[src/rtl/fifo2.sv]
// Synchronous FIFO whose entries are arrays of ARRAY_SIZE elements, written and read atomically.
// Define FIFO2_BYPASS_EN to forward an entry from in to out in the same cycle when the FIFO is empty.
module fifo2 #(
  parameter int WIDTH      = 64,
  parameter int ARRAY_SIZE = 4,
  parameter int DEPTH      = 4
) (
  input  logic                       clk,
  input  logic                       reset,
  input  logic [WIDTH-1:0]           in [ARRAY_SIZE-1:0],
  input  logic                       in_valid,
  output logic                       in_halt,
  output logic [WIDTH-1:0]           out [ARRAY_SIZE-1:0],
  output logic                       out_valid,
  input  logic                       out_halt,
  output logic [$clog2(DEPTH+1)-1:0] count
);

  localparam int PTR_W = $clog2(DEPTH);
  localparam int CNT_W = $clog2(DEPTH + 1);

  localparam logic [PTR_W-1:0] LAST_PTR  = PTR_W'(DEPTH - 1);
  localparam logic [CNT_W-1:0] FULL_CNT  = CNT_W'(DEPTH);

  logic [WIDTH-1:0] r_mem [DEPTH][ARRAY_SIZE];
  logic [PTR_W-1:0] r_wr_ptr;
  logic [PTR_W-1:0] r_rd_ptr;
  logic [CNT_W-1:0] r_count;

  logic w_empty;
  logic w_full;
  logic w_bypass;
  logic w_push;
  logic w_pop;
  logic w_wr_en;
  logic w_rd_adv;

  // Pointers wrap explicitly so non-power-of-two depths work.
  function automatic logic [PTR_W-1:0] next_ptr(input logic [PTR_W-1:0] p);
    return (p == LAST_PTR) ? '0 : p + 1'b1;
  endfunction

  assign w_empty = (r_count == '0);
  assign w_full  = (r_count == FULL_CNT);

`ifdef FIFO2_BYPASS_EN
  assign w_bypass = w_empty & in_valid & ~out_halt;
`else
  assign w_bypass = 1'b0;
`endif

  // Backpressure depends only on registered count, never on out_halt.
  assign in_halt   = w_full;
  assign out_valid = ~w_empty | w_bypass;
  assign count     = r_count;

  assign w_push = in_valid & ~in_halt;
  assign w_pop  = out_valid & ~out_halt;

  // A bypassed entry is handed straight through: no storage, no pointer movement.
  assign w_wr_en  = w_push & ~w_bypass;
  assign w_rd_adv = w_pop & ~w_bypass;

  always_comb begin
    for (int i = 0; i < ARRAY_SIZE; i++) begin
      out[i] = w_bypass ? in[i] : r_mem[r_rd_ptr][i];
    end
  end

  always_ff @(posedge clk) begin
    if (reset) begin
      r_wr_ptr <= '0;
      r_rd_ptr <= '0;
      r_count  <= '0;
    end else begin
      if (w_wr_en) begin
        r_wr_ptr <= next_ptr(r_wr_ptr);
      end
      if (w_rd_adv) begin
        r_rd_ptr <= next_ptr(r_rd_ptr);
      end
      unique case ({w_wr_en, w_rd_adv})
        2'b10:   r_count <= r_count + 1'b1;
        2'b01:   r_count <= r_count - 1'b1;
        default: r_count <= r_count;
      endcase
    end
  end

  // Storage is deliberately left unreset.
  always_ff @(posedge clk) begin
    if (!reset && w_wr_en) begin
      for (int i = 0; i < ARRAY_SIZE; i++) begin
        r_mem[r_wr_ptr][i] <= in[i];
      end
    end
  end

endmodule

[config.mk]
export PLATFORM = sky130hd
export DESIGN_NAME = fifo2
export DESIGN_NICKNAME = d
export VERILOG_FILES = /design/src/rtl/fifo2.sv
export SDC_FILE = /design/constraint.sdc
export NUM_CORES = 1
export LEC_CHECK = 0
export ABC_CLOCK_PERIOD_IN_PS = 21200
export CAP_MARGIN = 30
export CORE_MARGIN = 5
export CORE_UTILIZATION = 49
export CTS_CLUSTER_DIAMETER = 60
export DETAILED_ROUTE_END_ITERATION = 10
export MAX_ROUTING_LAYER = met4
export PLACE_DENSITY = 0.85
export SKIP_CTS_REPAIR_TIMING = 1
export SLEW_MARGIN = 40
export SYNTH_ARGS = -nofsm -noshare
export SYNTH_HDL_FRONTEND = slang
export SYNTH_SLANG_ARGS = --single-unit
[constraint.sdc]
create_clock -name clk -period 21.2 [get_ports clk]
set_input_delay 2.12 -clock clk [delete_from_list [all_inputs] [get_ports clk]]
set_output_delay 2.12 -clock clk [all_outputs]
set_load 0.05 [all_outputs]
==> flow_summary_export.csv, run 1 <==
group,metric,value,unit
status,outcome,"finished, final reports clean",
clock_network,clkSinkCount,1033,
detailed_routing,vias_per_cell,5.570,
critical_path,required,19.08,ns
power_and_ir_drop,intPower,0.004067,W
timing,setup_violations,0,
critical_path,max_stage_delay,0.73,ns
power_and_ir_drop,p_seq_frac,0.408,
power_and_ir_drop,p_leak,14.76,nW
timing,worstMarginPinSlew,0.8492,ns
critical_path,path_cells,"buf_12 -> buf_6 -> clkbuf_8 -> mux4_2 -> clkdlybuf4s50_1",
min_path,hp-start,"r_rd_ptr[0]",
synthesis,synth_most_common_cell,"edfxtp_1",
critical_path,path_class,"reg2out",
global_routing,grt_max_degree,76,
timing,fin_crit_sh,0.2969,
synthesis,ys_ff_latch,1033,
critical_path,rr_endpoint,"r_mem[2][120]",
place,gp_congestion,0.8173,
timing,tns,0,ns
power_and_ir_drop,swShare,0.3049,
timing,fin_skew,0.03661,ns
clock_network,cts_buffers,101,
finish,layout.nets,2253,
timing,relSlewSlack,0.4338,
clock_network,path_clk_slew,0.06,ns
synthesis,synth_cells,1392,
synthesis,syn-cell-area,37670,sq um
power_and_ir_drop,power_density,123.3,nW/um^2
timing,rsz0062_at_grt,"false",
critical_path,slowest_stage,"clkdlybuf4s50_1",
floorplan,die_x,287.3,um
critical_path,timing.rr.start,"count[0]",
critical_path,reg2reg_depth,5,
clock_network,worstSkewPairLatency,0.64,ns
synthesis,ys.flop_type,"edfxtp_1",
global_routing,grtUsageTotal,0.1998,
timing,finalCriticalPeriod,6.294,ns
global_routing,first_global_vias,18430,
synthesis,yosys_warnings,0,
floorplan,die_h,287.3,um
synthesis,synth_nets,1659,
synthesis,synth_top_cell_area_share,0.8163,
detailed_routing,first_pass_iters,5,
power_and_ir_drop,p_comb_frac,0.278,
floorplan,row_count,101,
detailed_routing,detail_route.wirelength,81.79,mm
timing,final_hold_viol_count,0,
min_path,hold_class,"reg2reg",
critical_path,startpoint_type,"flip-flop",
detailed_routing,drtIter0Drc,1432,
detailed_routing,wl_per_cell,26.28,um
power_and_ir_drop,clkPwrFrac,0.314,
critical_path,reg2reg_slack,17.51,ns
clock_network,clk_path_buf_depth,3,
critical_path,critPathMaxFanout,53,
floorplan,start_util,0.4952,
finish,syn2layout_area_growth,25.94,%
synthesis,ys_top_cells_by_count,"1024 x edfxtp_1, 256 x mux4_2, 25 x buf_2",
place,hpwlAfterDp,50.33,mm
timing,slew_viol_final,0,
finish,fillerInstances,4910,
critical_path,cp.arrival,4.17,ns
synthesis,synth_edf_count,1024,
detailed_routing,drtAntennaViolNets,0,
timing,fin_hold_ws,0.5111,ns
timing,fmax,0.1589,GHz
clock_network,h-tree-depth,3,
floorplan,core,76080,sq um
detailed_routing,num_vias,17330,
floorplan,ioPinCount,521,
synthesis,ys_top_cells_by_area,"edfxtp_1 82%, mux4_2 15%, buf_12 1.2%, dfxtp_1 0.48%, buf_2 0.33%",
synthesis,synth_area_leader_cell,"edfxtp_1",
clock_network,cts_tree,"built",
global_routing,grt_pass1_wl,119.3,mm
detailed_routing,drc,0,
critical_path,cp-end-kind,"output port",
synthesis,synthArstFlopShare,0,
global_routing,antenna_found_initial,16,
clock_network,cts-root-buf,"clkbuf_16",
global_routing,grt_remaining_overflow,0,
floorplan,dieArea,82520,sq um
min_path,hold_depth,2,
synthesis,synth.distinct_cells,26,
synthesis,syn_area_per_cell,27.06,sq um
finish,drive_above_1_share,0.2111,
place,io_buffers,520,
synthesis,ys_seq_area_frac,0.8211,
power_and_ir_drop,netSwitchingPower,0.001784,W
power_and_ir_drop,irDropWorstVdd,116.6,uV
run,cap_violations,0,
==> power by group through the flow <==
stage / Sequential, W / Clock [W] / Combinational [W]
5_1_grt: 0.00239 / 0.00197 / 0.00169
4_1_cts: 0.00239 / 0.00187 / 0.00165
3_5_place_dp: 0.00243 / 0 / 0.00163
6_report: 0.00239 / 0.00184 / 0.00163
3_3_place_gp: 0.00244 / 0 / 0.00158
2_1_floorplan: 0.00245 / 0 / 0.00117
==> routing by layer <==
metal,GRT usage,part of all wire
met1,0.2366,0.35
met2,0.3317,0.53
met3,0.06495,0.097
met4,0.05982,0.029
met5,-,0
==> metrics by stage <==
step / util / instance area, sq um / instances / power (W) / setup slack, ns
finish: 0.6236 / 47440 / 3112 / 0.005851 / 14.91
CTS: 0.6225 / 47360 / 3094 / 0.005907 / 14.79
global route: 0.6236 / 47440 / 3111 / 0.006056 / 14.54
global placement: 0.5746 / 43720 / 2905 / 0.004020 / 14.68
floorplan: - / 37690 / 1392 / 0.003617 / 8.207
detailed placement: 0.5769 / 43890 / 2912 / 0.004061 / 15.45
==> worst max-delay path by stage <==
stage / cells after the start / start / end
floorplan: 2 / reset / r_mem[0][0]
global placement: 4 / flip-flop / out[211]
detailed placement: 6 / in_valid / r_mem[0][145]
CTS: 5 / flip-flop / out[211]
global route: 5 / flip-flop / out[211]
finish: 5 / flip-flop / out[211]
==> kinds of logic (layout without fill, tap and decap cells) <==
| family | Yosys count | count (layout) | share of synthesized area |
|---|---|---|---|
| DFF | 1033 | 1033 | 0.8211 |
| muxes | 256 | 256 | 0.1531 |
| buffers and inverters | 66 | 739 | 0.01870 |
| and+or+nand+nor | 17 | 17 | 0.002591 |
| AOI/OAI and AO/OA | 11 | 11 | 0.001594 |
| adders and majority gates | 7 | 7 | 0.002524 |
| xor gates and xnor gates | 2 | 2 | 0.0004651 |
| other | 0 | 17 | 0 |
==> placed cells by master (no fill, tap or decap), drive strengths merged <==
master / netlist / final
a21o: 2 / 2
diode: 0 / 17
nor2: 5 / 5
nand3: 2 / 2
nor3: 1 / 1
bufinv: 0 / 17
buf: 55 / 29
mux4: 256 / 256
clkbuf: 4 / 120
or3b: 1 / 1
nand2: 1 / 1
or3: 1 / 1
nand3b: 1 / 1
nor3b: 4 / 4
a21oi: 6 / 6
clkinvlp: 0 / 4
or4: 1 / 1
dfxtp: 9 / 9
o21ai: 3 / 3
ha: 6 / 6
xor2: 2 / 2
inv: 7 / 11
clkinv: 0 / 38
edfxtp: 1024 / 1024
fa: 1 / 1
clkdlybuf4s50: 0 / 520
==> registers in the layout (all words and copies together), names as in the netlist, named ones only <==
| name | count |
|---|---|
| r_mem | 1024 |
| r_rd_ptr | 2 |
| r_wr_ptr | 2 |
| count | 3 |
==> worst max-delay path, delay by kind of cell, from the launching register on <==
family	cells	cell delay (ns)
multiplexers	1	0.64
flip-flops	1	0.55
buffers and inverters	4	2.15
==> cell type report <==
cell class                      instances  area [sq um]  area share
Clock buffer                          119          2638     0.05559
Multi-Input combinational cell        293          6081      0.1282
Inverter                                7         26.28   0.0005538
Timing Repair Buffer                  550          5603      0.1181
Clock inverter                         63         827.0     0.01743
Sequential cell                      1033         30940      0.6521
Tap cell                             1030          1289     0.02716
Antenna cell                           17         42.54   0.0008967
(Power assumes the default switching activity.)
==> run 2: changes to the inputs <==
Settings changed: ABC_CLOCK_PERIOD_IN_PS 21200 to 6300, CORE_UTILIZATION 49 to 54, PLACE_DENSITY 0.85 to 0.89.
Clock period 21.2 ns to 6.3 ns, I/O delays scaled along.
==> flow_summary_export.csv, run 2 (same netlist as run 1, synthesis figures left out) <==
group,metric,value,unit
status,outcome,"finished, final reports clean",
critical_path,slowest_stage,"clkdlybuf4s50_1",
critical_path,path_cells,"buf_12 -> buf_12 -> mux4_2 -> clkdlybuf4s50_1",
clock_network,worstSkewPairLatency,0.65,ns
finish,largest_register_ff_count,1024,
critical_path,cp-end-kind,"output port",
power_and_ir_drop,power_density,409.7,nW/um^2
detailed_routing,drc,0,
detailed_routing,met1Wirelength,30.51,mm
detailed_routing,routed.top_layer,"met4",
detailed_routing,num_vias,17680,
detailed_routing,drtAntennaViolNets,0,
global_routing,grt_remaining_overflow,0,
critical_path,critPathMaxFanout,40,
clock_network,path_clk_slew,0.06,ns
floorplan,ioPinCount,521,
finish,largest_register,"r_mem",
timing,fin_crit_sh,0.6231,
place,gp_congestion,0.8199,
finish,register_area,30950,sq um
place,dp.cells,2819,
finish,final_cell_area,47140,sq um
detailed_routing,wl_per_cell,29.12,um
clock_network,h-tree-depth,3,
detailed_routing,drtIter0Drc,2049,
finish,syn2layout_area_growth,25.13,%
critical_path,cp_top_family,"buffers and inverters",
timing,final_hold_viol_count,0,
timing,finalCriticalPeriod,3.926,ns
global_routing,grt_pass1_wl,127.6,mm
finish,mostFrequentLayoutCells,"1024 x edfxtp_1, 520 x clkdlybuf4s50_1, 256 x mux4_2, 102 x clkbuf_16, 21 x clkbuf_1",
critical_path,startpoint_type,"flip-flop",
detailed_routing,detail_route.wirelength,87.84,mm
clock_network,cts_tree,"built",
power_and_ir_drop,irDropWorstVdd,327.6,uV
critical_path,cp_num_buf_inv,3,
floorplan,row_count,96,
place,hpwlAfterDp,52.05,mm
floorplan,start_util,0.5464,
finish,layout.nets,2258,
finish,drive_above_1_share,0.2120,
global_routing,first_global_vias,18960,
floorplan,die_x,274.1,um
finish,fillerInstances,3993,
place,placed_cell_area,43910,sq um
finish,final_cells,3016,
detailed_routing,vias_per_cell,5.863,
timing,rsz0062_at_grt,"false",
timing,worstMarginPinSlew,0.8671,ns
global_routing,antenna_found_initial,16,
timing,relSlewSlack,0.4201,
finish,fin_util,0.6837,
detailed_routing,first_pass_iters,5,
power_and_ir_drop,p_leak,14.67,nW
critical_path,path_class,"reg2out",
min_path,hold_class,"reg2reg",
detailed_routing,wl_met2,46.21,mm
critical_path,cpMostUsedCell,"buf_12",
detailed_routing,dr_wl_met3,8.391,mm
floorplan,dieArea,75140,sq um
floorplan,core,68950,sq um
timing,fmax,0.2547,GHz
timing,tns,0,ns
run,cap_violations,0,
finish,layout_commonest_cell,"edfxtp_1",
clock_network,cts-root-buf,"clkbuf_16",
floorplan,die_h,274.1,um
critical_path,cp.arrival,3.30,ns
finish,multi_input_area,6097,sq um
critical_path,max_stage_delay,0.78,ns
clock_network,cts_buffers,101,
timing,fin_hold_ws,0.5426,ns
timing,slew_viol_final,0,
global_routing,grtUsageTotal,0.2393,
timing,fin_skew,0.04495,ns
critical_path,required,5.67,ns
clock_network,clkSinkCount,1033,
global_routing,grt_max_degree,97,
clock_network,clk_path_buf_depth,3,
timing,setup_violations,0,
place,io_buffers,520,
run 2: tightest hold or removal path, stage by stage (launching register included):
cell     delay, ns
dfxtp_1       0.33
o21ai_0       0.08
a21oi_1       0.08
run 2: cell type report:
type	instances	share of cell area
multi-input cells	293	0.1293
repair buffers	555	0.1205
inverters	7	0.0005574
well taps	931	0.02471
clock inverters	55	0.01152
diodes	19	0.001009
flip-flops and latches	1033	0.6566
clock buffers	123	0.05582
run 2: per-layer routing:
metal | vias to the layer above | GRT usage
met5 | - | -
met4 | 0 | 0.08204
met3 | 153 | 0.07228
met2 | 947 | 0.3929
met1 | 9302 | 0.2872
li1 | 7282 | -
run 2: where the power goes:
group | switching, W | internal, W
clock network | 0.00251 | 0.00320
registers | 0.000133 | 0.00792
logic | 0.00347 | 0.00208
total | 0.00611 | 0.0132
run 2: path summary, 6_finish.rpt:
kind,start,slack (ns),cells after the start,endpoint
setup / recovery,flip-flop,2.37,4,out[189]
hold / removal,r_rd_ptr[0],0.54,2,flip-flop
setup reg to reg,count[2],3.32,5,r_mem[3][111]
hold reg to reg,r_rd_ptr[0],0.54,2,flip-flop
run 2: stage by stage:
step | power, W | setup slack, ns
4_1_cts | 0.01948 | 2.262
5_1_grt | 0.01998 | 2.171
2_1_floorplan | 0.01214 | -1.411
3_3_place_gp | 0.01360 | 2.668
6_report | 0.01931 | 2.374
3_5_place_dp | 0.01372 | 2.624
